==> src/rtl/traffic_light_ctrl.sv <==
// Two-road traffic light sequencer with a latched pedestrian request.
// The sticky timer TICK supplies the phase time base. After each tick event,
// TMR_RES pulses for one cycle to re-arm the timer.
//
// state     | meaning
// ----------+----------------------------------------------
// RED_TO_NS | all-red clearance before north-south green
// NS_GREEN  | north-south green, east-west red
// NS_YELLOW | north-south yellow, east-west red
// RED_TO_EW | all-red clearance before east-west green
// EW_GREEN  | east-west green, north-south red
// EW_YELLOW | east-west yellow, north-south red
// PED_WALK  | both roads red, walk lamp on
`timescale 1ns/1ps
module traffic_light_ctrl #(
    parameter int GREEN_TICKS  = 8,
    parameter int YELLOW_TICKS = 2,
    parameter int RED_TICKS    = 1,
    parameter int WALK_TICKS   = 4
) (
    input  logic       CLK,
    input  logic       RES,
    input  logic       TICK,
    input  logic       PED_REQ,
    output logic       TMR_RES,
    output logic       NS_R,
    output logic       NS_Y,
    output logic       NS_G,
    output logic       EW_R,
    output logic       EW_Y,
    output logic       EW_G,
    output logic       WALK,
    output logic       PED_PEND,
    output logic [2:0] STATE
);

    typedef enum logic [2:0] {
        RED_TO_NS = 3'd0,
        NS_GREEN  = 3'd1,
        NS_YELLOW = 3'd2,
        RED_TO_EW = 3'd3,
        EW_GREEN  = 3'd4,
        EW_YELLOW = 3'd5,
        PED_WALK  = 3'd6
    } state_t;

    state_t     state_q, state_d;
    logic [7:0] phase_cnt, phase_cnt_d;
    logic [7:0] dur;
    logic       tick_d;
    logic       tick_ev;
    logic       ped_sync1, ped_sync2;
    logic       ped_clr;
    logic       ns_r_d, ns_y_d, ns_g_d, ew_r_d, ew_y_d, ew_g_d, walk_d;

    assign tick_ev = TICK & ~tick_d;
    assign STATE   = state_q;

    // Edge detect on the sticky tick, and the one-cycle timer re-arm pulse.
    always_ff @(posedge CLK or negedge RES) begin
        if (!RES) begin
            tick_d  <= 1'b0;
            TMR_RES <= 1'b1;
        end else begin
            tick_d  <= TICK;
            TMR_RES <= tick_ev;
        end
    end

    // Two-flop synchronizer for the pedestrian button and the pending latch.
    // A coincident set beats the clear so no request is lost on walk entry.
    always_ff @(posedge CLK or negedge RES) begin
        if (!RES) begin
            ped_sync1 <= 1'b0;
            ped_sync2 <= 1'b0;
            PED_PEND  <= 1'b0;
        end else begin
            ped_sync1 <= PED_REQ;
            ped_sync2 <= ped_sync1;
            PED_PEND  <= ped_sync2 | (PED_PEND & ~ped_clr);
        end
    end

    // Next-state, phase counter and lamp decode of the next state.
    always_comb begin
        state_d     = state_q;
        phase_cnt_d = phase_cnt;
        dur         = 8'(RED_TICKS);
        ped_clr     = 1'b0;

        case (state_q)
            RED_TO_NS, RED_TO_EW: dur = 8'(RED_TICKS);
            NS_GREEN, EW_GREEN:   dur = 8'(GREEN_TICKS);
            NS_YELLOW, EW_YELLOW: dur = 8'(YELLOW_TICKS);
            PED_WALK:             dur = 8'(WALK_TICKS);
            default:              dur = 8'(RED_TICKS);
        endcase

        case (state_q)
            RED_TO_NS, NS_GREEN, NS_YELLOW, RED_TO_EW,
            EW_GREEN, EW_YELLOW, PED_WALK: begin
                if (tick_ev) begin
                    if (phase_cnt == dur - 8'd1) begin
                        phase_cnt_d = 8'd0;
                        case (state_q)
                            RED_TO_NS: state_d = NS_GREEN;
                            NS_GREEN:  state_d = NS_YELLOW;
                            NS_YELLOW: state_d = RED_TO_EW;
                            RED_TO_EW: state_d = EW_GREEN;
                            EW_GREEN:  state_d = EW_YELLOW;
                            EW_YELLOW: state_d = PED_PEND ? PED_WALK : RED_TO_NS;
                            default:   state_d = RED_TO_NS;
                        endcase
                    end else begin
                        phase_cnt_d = phase_cnt + 8'd1;
                    end
                end
            end
            default: begin
                state_d     = RED_TO_NS;
                phase_cnt_d = 8'd0;
            end
        endcase

        if (state_d == PED_WALK && state_q != PED_WALK) begin
            ped_clr = 1'b1;
        end

        ns_g_d = (state_d == NS_GREEN);
        ns_y_d = (state_d == NS_YELLOW);
        ns_r_d = ~(ns_g_d | ns_y_d);
        ew_g_d = (state_d == EW_GREEN);
        ew_y_d = (state_d == EW_YELLOW);
        ew_r_d = ~(ew_g_d | ew_y_d);
        walk_d = (state_d == PED_WALK);
    end

    // State, phase counter and lamp registers update together.
    always_ff @(posedge CLK or negedge RES) begin
        if (!RES) begin
            state_q   <= RED_TO_NS;
            phase_cnt <= 8'd0;
            NS_R      <= 1'b1;
            NS_Y      <= 1'b0;
            NS_G      <= 1'b0;
            EW_R      <= 1'b1;
            EW_Y      <= 1'b0;
            EW_G      <= 1'b0;
            WALK      <= 1'b0;
        end else begin
            state_q   <= state_d;
            phase_cnt <= phase_cnt_d;
            NS_R      <= ns_r_d;
            NS_Y      <= ns_y_d;
            NS_G      <= ns_g_d;
            EW_R      <= ew_r_d;
            EW_Y      <= ew_y_d;
            EW_G      <= ew_g_d;
            WALK      <= walk_d;
        end
    end

endmodule

==> config.mk <==
export PLATFORM = sky130hd
export DESIGN_NAME = traffic_light_ctrl
export DESIGN_NICKNAME = d
export VERILOG_FILES = /design/src/rtl/traffic_light_ctrl.sv
export SDC_FILE = /design/constraint.sdc
export NUM_CORES = 1
export LEC_CHECK = 0
export CORE_MARGIN = 8
export CORE_UTILIZATION = 49
export DETAILED_ROUTE_END_ITERATION = 10
export GPL_ROUTABILITY_DRIVEN = 0
export GPL_TIMING_DRIVEN = 0
export HOLD_SLACK_MARGIN = 0.06
export MAX_ROUTING_LAYER = met4
export PLACE_DENSITY = 0.72
export SLEW_MARGIN = 20
export SYNTH_ARGS = -nofsm -noshare
export SYNTH_HDL_FRONTEND = slang
export SYNTH_SLANG_ARGS = --single-unit
==> constraint.sdc <==
create_clock -name CLK -period 3.5 [get_ports CLK]
set_input_delay 0.7 -clock CLK [delete_from_list [all_inputs] [get_ports CLK]]
set_output_delay 0.7 -clock CLK [all_outputs]
set_load 0.02 [all_outputs]
==> impl_metrics.json <==
{
  "core_sq_um": 2430,
  "wl_per_cell_um": 14.2,
  "crit_type": "flop to primary output",
  "mappedNetlistArea_sq_um": 1240,
  "n_fill_cell": 211,
  "vdd_drop_max_mv": 0.349,
  "async_flop_share_pct": 100,
  "drt_first_pass_iters": 4,
  "die-area_sq_um": 4400,
  "antenna_found_initial": 0,
  "clkLatencyLatePin_ns": 0.32,
  "required_ns": 2.80,
  "synth_most_common_cell": "dfrtp_1",
  "ys_ff_latch": 23,
  "crit_path_cell_trace": "clkdlybuf4s50_1",
  "drc": 0,
  "synth.distinct_cells": 48,
  "power.leakage_nw": 0.620,
  "die_x_um": 66.4,
  "worstHoldPathType": "input pin to async pin",
  "cts_hold_buf": 0,
  "cts_max_path_buffers": 2,
  "route.antenna.remaining_nets": 0,
  "final-hold-violation-count": 0,
  "tightest_slew_ns": 0.497,
  "synth_common_cells": "dfrtp_1, nand2_1, nand3_1",
  "drive_gt1_share_pct": 15.2,
  "syn_nets": 131,
  "reg2regPathDepth": 5,
  "cts_tree": "built",
  "grt_start_max_net_pins": 24,
  "io_buffers": 15,
  "postLayoutCellArea_sq_um": 1450,
  "clock-sinks": 23,
  "fmax_mhz": 456,
  "cts_resized": 0,
  "initial_core_util_pct": 51.1,
  "grt_pass1_vias": 948,
  "areaGrowthSynthToFinish_pct": 16.9,
  "end_kind": "primary output",
  "multi_input_area_sq_um": 604,
  "num-nets-final": 151,
  "hpwlAfterDp_um": 1850,
  "drtIter0Drc": 39,
  "avgSynthCellArea_sq_um": 9.86,
  "grt_pass1_wl_um": 4330,
  "post-cts-setup-buffers": 0,
  "io_pins": 16,
  "crit_arrival_ns": 1.49,
  "finalCritPeriodShare_pct": 62.6,
  "relSlewSlack_pct": 66.9,
  "crit_fanout": 7,
  "htree_num_levels": 1,
  "critical_path.slowest_cell": "clkdlybuf4s50_1",
  "synth_area_leaders": "dfrtp_1, dfstp_2, nand2_1, nand3_1, nor2_1",
  "yosysWarnings": 0,
  "maxCapViolations": 0,
  "seq_area_frac_synth_pct": 46.6,
  "synth_cells": 126,
  "num_antenna_cells": 0,
  "setup_violations": 0,
  "placed_area_sq_um": 1430,
  "cp-start-kind": "flop",
  "critPathTopFamily": "buffers and inverters",
  "synth_top_area_share_pct": 40.3,
  "drt-total-wl_um": 2480,
  "status": "finished clean",
  "placementRows": 18,
  "viasPerCell": 5.62,
  "clk_root_buffer_cell": "clkbuf_4",
  "clk_pin_slew_ns": 0.12,
  "num_vias": 984,
  "slew_violations": 0,
  "synth-edff-count": 0,
  "die_y_um": 66.4,
  "grt_overflow": 0,
  "dp_cells": 171,
  "yosys.area.top_type": "dfrtp_1",
  "cts_made_buffers": 3,
  "synth_top_flop_cell": "dfrtp_1",
  "fin_cells": 175,
  "max_stage_delay_ns": 0.66,
  "track_usage_pct": 12.8,
  "crit_cells": 1,
  "rsz0062_at_grt": "false",
  "critPathBufInv": 1,
  "period_needed_ns": 2.19,
  "finClkSkew_ns": 0.00158,
  "seqCellArea_sq_um": 579,
  "power_density_nw_per_um2": 674,
  "tns_ns": 0
}
[final timing paths]
path	slack, ns	end	from
max	1.31	STATE[0]	STATE[0]$_DFF_PN0_
min reg2reg	0.37	ped_sync2$_DFF_PN0_	ped_sync1$_DFF_PN0_
max reg2reg	1.46	NS_R$_DFF_PN1_	phase_cnt[3]$_DFFE_PN0P_
max in group asynchronous	2.82	TMR_RES$_DFF_PN1_	RES
min in group CLK	0.37	ped_sync2$_DFF_PN0_	ped_sync1$_DFF_PN0_
min	0.33	NS_Y$_DFF_PN0_	RES
[power breakdown]
part | leakage [nW] | switching [mW] | internal [mW]
Combinational | 0.315 | 0.284 | 0.214
Sequential | 0.287 | 0.0364 | 0.320
Clock | 0.0177 | 0.0812 | 0.0428
Total | 0.620 | 0.402 | 0.577
[layout by cell type (no fill, tap or decap), types with 2 or more instances in the layout]
cell type	instances
and3_1	2
dfrtp_1	20
buf_4	3
nor2b_1	2
nand2b_1	3
nor2_1	8
nand3_1	9
xnor2_1	2
and2_1	2
o22ai_1	2
a31oi_1	2
clkbuf_1	2
clkdlybuf4s50_1	14
nand2_1	18
or3_1	3
nor3b_1	2
o21ai_1	5
xor2_1	2
o21ai_0	4
clkbuf_4	3
inv_1	4
dfstp_2	3
[routing by layer]
metal / vias to the layer above / track usage, % / wire length (um)
met5: - / - / 0
met4: 0 / 6.93 / 44
met3: 5 / 2.71 / 123
met2: 23 / 19.2 / 1150
met1: 473 / 15.6 / 1160
li1: 483 / - / -
[state kept, by name, indices dropped and copies added (netlist names)]
register and count:
EW_R 1, PED_PEND 1, ped_sync2 1, WALK 1
NS_R 1, EW_Y 1, phase_cnt 8, NS_Y 1
STATE 3, NS_G 1, tick_d 1, TMR_RES 1
ped_sync1 1, EW_G 1
[per-stage QoR]
step / hold slack [ns] / util (%) / setup slack [ns] / power [mW]
after floorplan: 0.331 / - / 1.61 / 0.717
after global placement: 0.342 / 58.8 / 1.16 / 0.844
after detailed placement: 0.336 / 58.8 / 1.13 / 0.858
after CTS: 0.374 / 59.9 / 1.30 / 0.983
after global routing: 0.355 / 59.7 / 1.24 / 1.05
final: 0.327 / 59.7 / 1.31 / 0.979
[kinds of logic (layout without fill, tap and decap cells)]
logic type,count (synthesis),after routing,synth area share (%)
AOI/OAI and AO/OA,28,28,18.3
xor gates and xnor gates,5,5,4.13
adders and majority gates,1,1,1.01
buffers and inverters,10,29,4.73
DFF,23,23,46.6
muxes,2,2,1.71
and+or+nand+nor,57,57,23.5
[worst register-to-register path, delay by kind of cell (launching register included)]
family | cells | cell delay (ns)
AND/OR/NAND/NOR | 2 | 0.59
flip-flops | 1 | 0.45
AO/OA/AOI/OAI | 2 | 0.61
multiplexers | 1 | 0.33
[cell type report]
class | instances | share of cell area [%]
Multi-Input combinational cell | 93 | 41.6
Sequential cell | 23 | 39.9
Timing Repair Buffer | 15 | 9.99
Buffer | 6 | 3.01
Tap cell | 30 | 2.58
Clock buffer | 3 | 1.55
Inverter | 4 | 1.03
Clock inverter | 1 | 0.345
Power figures use the tool's default switching activity.
